$ cat src/rtl/idex_pkg.sv
// Shared constants and payload sizing for the SIMD decode/execute stage.
package idex_pkg;

   localparam int IDEX_INSTR_W = 25;
   localparam int IDEX_DATA_W  = 128;
   localparam int IDEX_NUM_OPS = 3;
   localparam int IDEX_CNT_W   = 16;

   function automatic int idex_payload_w(input int instr_w, input int data_w, input int num_ops);
      return instr_w + num_ops * data_w;
   endfunction

endpackage

$ cat src/rtl/pipe_skid_buf.sv
// Generic two-entry valid/ready skid buffer with synchronous flush; in_ready
// depends only on registered state and flush, never on out_ready.
module pipe_skid_buf
   import idex_pkg::*;
#(
   parameter int W = 8
) (
   input  logic         clk,
   input  logic         rst,
   input  logic         in_valid,
   output logic         in_ready,
   input  logic [W-1:0] in_data,
   input  logic         flush,
   output logic         out_valid,
   input  logic         out_ready,
   output logic [W-1:0] out_data,
   output logic [1:0]   occupancy
);

   logic         main_valid_q, main_valid_d;
   logic         skid_valid_q, skid_valid_d;
   logic [W-1:0] main_data_q,  main_data_d;
   logic [W-1:0] skid_data_q,  skid_data_d;

   logic in_fire;
   logic out_fire;
   logic main_load;

   assign in_ready  = !skid_valid_q && !flush;
   assign in_fire   = in_valid && in_ready;
   assign out_fire  = main_valid_q && out_ready;
   assign main_load = !main_valid_q || out_fire;

   always_comb begin
      // NOTE: every always_comb output gets a default first so no path can infer a latch.
      main_valid_d = main_valid_q;
      skid_valid_d = skid_valid_q;
      main_data_d  = main_data_q;
      skid_data_d  = skid_data_q;

      if (main_load) begin
         if (skid_valid_q) begin
            main_data_d  = skid_data_q;
            skid_valid_d = 1'b0;
         end else if (in_fire) begin
            main_data_d = in_data;
         end
         main_valid_d = skid_valid_q || in_fire;
      end else if (in_fire) begin
         skid_data_d  = in_data;
         skid_valid_d = 1'b1;
      end

      // Payload is left stale on flush; only the valid bits matter.
      if (flush) begin
         main_valid_d = 1'b0;
         skid_valid_d = 1'b0;
      end
   end

   // NOTE: payload registers are reset too, because zero outputs are required straight out of reset.
   always_ff @(posedge clk or posedge rst) begin
      // NOTE: non-blocking assignments only in clocked blocks, so every flop samples pre-edge values.
      if (rst) begin
         main_valid_q <= 1'b0;
         skid_valid_q <= 1'b0;
         main_data_q  <= '0;
         skid_data_q  <= '0;
      end else begin
         main_valid_q <= main_valid_d;
         skid_valid_q <= skid_valid_d;
         main_data_q  <= main_data_d;
         skid_data_q  <= skid_data_d;
      end
   end

   assign out_valid = main_valid_q;
   assign out_data  = main_data_q;
   assign occupancy = {1'b0, main_valid_q} + {1'b0, skid_valid_q};

endmodule

$ cat src/rtl/idex_stage.sv
// Decode/execute pipeline stage: packs {func, ops} through a skid buffer and
// counts execute-side stall cycles with a saturating counter.
module idex_stage
   import idex_pkg::*;
#(
   parameter int INSTR_W = IDEX_INSTR_W,
   parameter int DATA_W  = IDEX_DATA_W,
   parameter int NUM_OPS = IDEX_NUM_OPS,
   parameter int CNT_W   = IDEX_CNT_W
) (
   input  logic                      clk,
   input  logic                      rst,
   input  logic                      in_valid,
   output logic                      in_ready,
   input  logic [INSTR_W-1:0]        in_func,
   input  logic [NUM_OPS*DATA_W-1:0] in_ops,
   input  logic                      flush,
   output logic                      out_valid,
   input  logic                      out_ready,
   output logic [INSTR_W-1:0]        out_func,
   output logic [NUM_OPS*DATA_W-1:0] out_ops,
   output logic [1:0]                occupancy,
   output logic [CNT_W-1:0]          stall_cnt
);

   localparam int PAYLOAD_W = idex_payload_w(INSTR_W, DATA_W, NUM_OPS);
   localparam logic [CNT_W-1:0] CNT_MAX = '1;

   logic [PAYLOAD_W-1:0] in_payload;
   logic [PAYLOAD_W-1:0] out_payload;
   logic [CNT_W-1:0]     stall_cnt_q, stall_cnt_d;

   assign in_payload = {in_func, in_ops};

   pipe_skid_buf #(
      .W(PAYLOAD_W)
   ) u_skid (
      .clk       (clk),
      .rst       (rst),
      .in_valid  (in_valid),
      .in_ready  (in_ready),
      .in_data   (in_payload),
      .flush     (flush),
      .out_valid (out_valid),
      .out_ready (out_ready),
      .out_data  (out_payload),
      .occupancy (occupancy)
   );

   assign out_func = out_payload[PAYLOAD_W-1 -: INSTR_W];
   assign out_ops  = out_payload[NUM_OPS*DATA_W-1:0];

   always_comb begin
      stall_cnt_d = stall_cnt_q;
      if (out_valid && !out_ready && !flush && (stall_cnt_q != CNT_MAX)) begin
         stall_cnt_d = stall_cnt_q + CNT_W'(1);
      end
   end

   always_ff @(posedge clk or posedge rst) begin
      if (rst) begin
         stall_cnt_q <= '0;
      end else begin
         stall_cnt_q <= stall_cnt_d;
      end
   end

   assign stall_cnt = stall_cnt_q;

endmodule
$ cat config.mk
export PLATFORM = sky130hd
export DESIGN_NAME = idex_stage
export DESIGN_NICKNAME = d
export VERILOG_FILES = /design/src/rtl/idex_pkg.sv /design/src/rtl/pipe_skid_buf.sv /design/src/rtl/idex_stage.sv
export SDC_FILE = /design/constraint.sdc
export NUM_CORES = 2
export LEC_CHECK = 0
export CORE_AREA = 5 5 323 325
export CTS_CLUSTER_DIAMETER = 100
export DETAILED_ROUTE_END_ITERATION = 10
export DIE_AREA = 0 0 328 330
export PLACE_DENSITY = 0.74
export SLEW_MARGIN = 40
export SYNTH_ARGS = -nofsm -noshare
export SYNTH_HDL_FRONTEND = slang
export SYNTH_HIERARCHICAL = 1
export SYNTH_SLANG_ARGS = --single-unit
$ cat constraint.sdc
create_clock -name clk -period 27.5 [get_ports clk]
set_input_delay 4.125 -clock clk [delete_from_list [all_inputs] [get_ports clk]]
set_output_delay 4.125 -clock clk [all_outputs]
set_load 0.02 [all_outputs]
Word level (Yosys, flattened, before mapping)
Index checks and enable logic that the tools add are counted.
{"block": "classes", "n_addsub": 2, "multipliers": 0, "div_mod_pow": 0, "magnitude_cmp": 0, "eq_ne": 1, "shift": 0, "n_mux": 7, "bitwise": 1, "n_reduce_logical": 17}
{"operator": "$mux 409", "n": 2}
{"operator": "$add 16x1->16 const B", "n": 1}
{"operator": "$ne 16x16->1 const B", "n": 1}
{"operator": "$logic_and 1x1->1", "n": 6}
{"operator": "$mux 1", "n": 5}
{"operator": "$logic_not 1->1", "n": 4}
{"operator": "$reduce_and 2->1", "n": 2}
{"operator": "$reduce_bool 2->1", "n": 2}
{"operator": "$reduce_bool 3->1", "n": 1}
{"operator": "$add 1x1->2", "n": 1}
{"operator": "$logic_or 1x1->1", "n": 2}
{"operator": "$not 1->1", "n": 1}
{"block": "totals", "ff_bits": 836, "latch_bits": 0, "mem_bits_rw": 0, "rom_bits": 0, "in_bits": 414, "out_inout_bits": 429, "n_memories": 0}

Logic depth before layout (Yosys ltp)
{"block": "depth", "ltp_word": 6, "mapped_depth": 7, "depth_no_buf": 5}

Cells and area by module
The synthesis kept the hierarchy.
{"mod": "pipe_skid_buf", "instances": 1, "cells_each": 2193, "area_each_um2": 35519.1, "seq_area_each_um2": 20519.7}
{"mod": "idex_stage", "instances": 1, "cells_each": 70, "area_each_um2": 832.0, "seq_area_each_um2": 400.4}

Worst setup path after synthesis
Ideal clock, no wire load.
{"block": "synth_timing", "path_kind": "input to output", "startpoint": "input flush", "endpoint": "output in_ready", "arrival_ps": 4261, "required_ps": 23375, "slack_ps": 19114, "path_stages": 1, "path_cell_list": "nor2_4"}
{"block": "synth_via", "elab_chain_len": 2}
{"item": "from (decl)", "line": "idex_stage.sv:17", "rtl": "input logic flush,"}
{"item": "$logic_not 1->1", "line": "pipe_skid_buf.sv:29", "rtl": "assign in_ready = !skid_valid_q && !flush;"}
{"item": "$logic_and 1x1->1", "line": "pipe_skid_buf.sv:29"}
{"item": "to (decl)", "line": "idex_stage.sv:14", "rtl": "output logic in_ready,"}
No other way between the ends.

Worst setup path in the final report
Ends and elaborated chain as after synthesis.

==> flow_metrics.py <==
metrics = {
    "detailed_routing": {
        "viasPerCell": 4.79,
        "wire_per_inst_um": 21.0,
        "drt_iter0_drc": 814,
        "vias": 21800,
        "dr.pass1.iters": 5,
        "antenna_left": 0,
        "routed_wl_um": 95500,
        "route.detailed.drc": 0,
    },
    "synthesis": {
        "syn_area_um2": 36400,
        "avgSynthCellArea_um2": 16.1,
        "syn_nets": 2679,
        "synthTopCellsByArea": "dfrtp_1, mux2_2, mux2_4",
        "yosys.area.top_type": "dfrtp_1",
        "synth.area.mux_share_pct": 39.1,
        "synth_most_common_cell": "mux2_2",
        "ys_top_cells_by_count": "mux2_2, dfrtp_1, buf_2",
        "synthCells": 2263,
        "yosysWarnings": 6,
        "synthFlopType": "dfrtp_1",
        "yosys.area_share.xor_xnor_pct": 0.337,
        "synth_top_family_by_area": "multiplexers",
        "async_flop_share_pct": 100,
        "ys_ff_latch": 836,
        "synth_edf_count": 0,
        "ys_seq_area_share_pct": 57.5,
        "yosys.area_share.adder_pct": 0.0688,
        "synth_cell_types": 39,
        "yosys.area_share.simple_pct": 0.788,
        "synth_compound_area_share_pct": 0.124,
        "synth_top_area_share_pct": 57.5,
    },
    "die": {
        "rows": 117,
        "start_util_pct": 35.9,
        "core_area_um2": 101000,
        "die_width_um": 328,
        "fp.dieArea_um2": 108000,
        "dieHeight_um": 330,
        "io_pins": 843,
    },
    "clock_network": {
        "postCtsSetupBuffers": 0,
        "cts_sinks": 836,
        "cts_hold_buf": 0,
        "cts_buffers": 92,
        "ctsHtreeMaxLevel": 3,
        "path_clk_slew_ns": 0.06,
        "cts_buffer_depth": 3,
        "clock_latency_ns": 0.64,
        "cts_resized": 0,
        "cts_root_buf": "clkbuf_16",
        "cts_tree": "built",
    },
    "final_layout": {
        "ff_latch_area_um2": 20900,
        "fill_cells": 8750,
        "multi_input_area_um2": 14700,
        "drive_above_1_share_pct": 42.0,
        "nets": 3513,
        "areaGrowthSynthToFinish_pct": 35.6,
        "fin_cells": 4556,
    },
    "sta": {
        "tightest_slew_ns": 0.841,
        "finalCritPeriodShare_pct": 34.7,
        "fin_setup_tns_ns": 0,
        "fmax_ghz": 0.105,
        "max_slew_margin_pct": 44.0,
        "fin_skew_ns": 0.0266,
        "rsz0062_at_grt": "false",
        "hold_viol": 0,
        "fin_crit_ns": 9.53,
        "drv_slew": 0,
        "finalSetupViolations": 0,
    },
    "worst_setup_path": {
        "reg2reg_slack_ns": 23.06,
        "worst-setup-path-type": "in -> out",
        "startpoint_type": "input port",
        "crit_fanout": 6,
        "crit_path_end_kind": "primary output",
        "arrival_ns": 5.40,
        "critPathRequiredTime_ns": 23.37,
    },
    "global_route": {
        "groute.usage.overall_pct": 16.9,
        "grt_pass1_vias": 23700,
        "overflow": 0,
        "grt_pass1_wl_um": 143000,
        "antenna_found_initial": 29,
        "grt_max_degree": 116,
    },
    "run_status": {
        "outcome": "finished clean",
    },
    "placed_design": {
        "dpl.hpwl_um": 67000,
        "io_buffers": 842,
        "gp_congestion": 0.804,
        "dp.cells": 4368,
    },
    "power_and_ir_drop": {
        "leakage_uw": 0.0208,
        "power_density_nw_per_um2": 76.9,
        "peakVddDrop_mv": 0.0576,
    },
    "hold_path": {
        "hp-class": "reg -> reg",
    },
    "job": {
        "drv_cap": 0,
    },
}
## path summary, 6_finish.rpt
path,from,endpoint,cells past startpoint
setup reg to reg,u_skid/skid_valid_q,u_skid/skid_data_q[231],7
max in group asynchronous,rst,u_skid/skid_data_q[202],5
min in group asynchronous,rst,u_skid/out_data[19],2
hold reg to reg,u_skid/out_data[58],u_skid/out_data[58],1
hold / removal,u_skid/out_data[58],u_skid/out_data[58],1
setup / recovery,flush,in_ready,3
## cell families after synthesis
kind of cell / after synthesis
buffers and inverters: 138
AO/OA/AOI/OAI: 7
flip-flops: 836
XOR/XNOR: 14
multiplexers: 1228
AND/OR/NAND/NOR: 38
adder cells (fa/ha/maj): 2
## placed cells by master, fill, tap and decap left out, drive strengths merged, types with 6 or more instances in the layout
master / instances
nand3: 6
clkbuf: 135
dfrtp: 836
xor2: 10
diode: 19
inv: 7
clkdlybuf4s50: 842
nor3: 7
mux2: 1228
clkinv: 20
buf: 34
## per-stage QoR
step	area [um^2]	hold slack, ns	setup WS (ns)	util [%]	total power, uW
detailed placement	46200	0.474	17.97	45.6	2590
floorplan	36400	0.474	0.342	-	2140
global placement	46000	0.466	17.98	45.5	2560
global route	49300	0.505	17.92	48.7	3970
finish	49300	0.481	17.97	48.7	3790
CTS	49200	0.487	17.97	48.6	3840
## layer usage
| layer | global-route usage [%] | part of all wire (%) | vias up |
|---|---|---|---|
| met2 | 28.5 | 50 | 635 |
| met4 | 7.33 | 3.4 | 14 |
| met1 | 19.1 | 37 | 11100 |
| li1 | - | - | 9876 |
| met3 | 6.90 | 9.4 | 168 |
| met5 | 0 | 0.092 | - |
## flip-flops by register name, indices dropped and copies added (netlist names)
register             count
u_skid/out_data        409
u_skid/skid_data_q     409
u_skid/out_valid         1
stall_cnt               16
u_skid/skid_valid_q      1
## worst max-delay path: stages
cell,delay (ns)
clkdlybuf4s50_1,0.53
nor2_4,0.13
clkdlybuf4s50_1,0.61
## layout make-up
class	instances	area share, %
flip-flops and latches	836	42.4
diodes	19	0.0965
well taps	1368	3.47
clock inverters	31	0.647
repair buffers	876	18.0
inverters	2	0.0406
clock buffers	135	5.49
multi-input cells	1289	29.8
## report_power, final
group	switching [uW]	internal, uW	leakage [uW]
Clock	507	721	0.00150
Combinational	393	520	0.00919
Sequential	143	1510	0.0101
Total	1040	2750	0.0208
(Power assumes the default switching activity.)
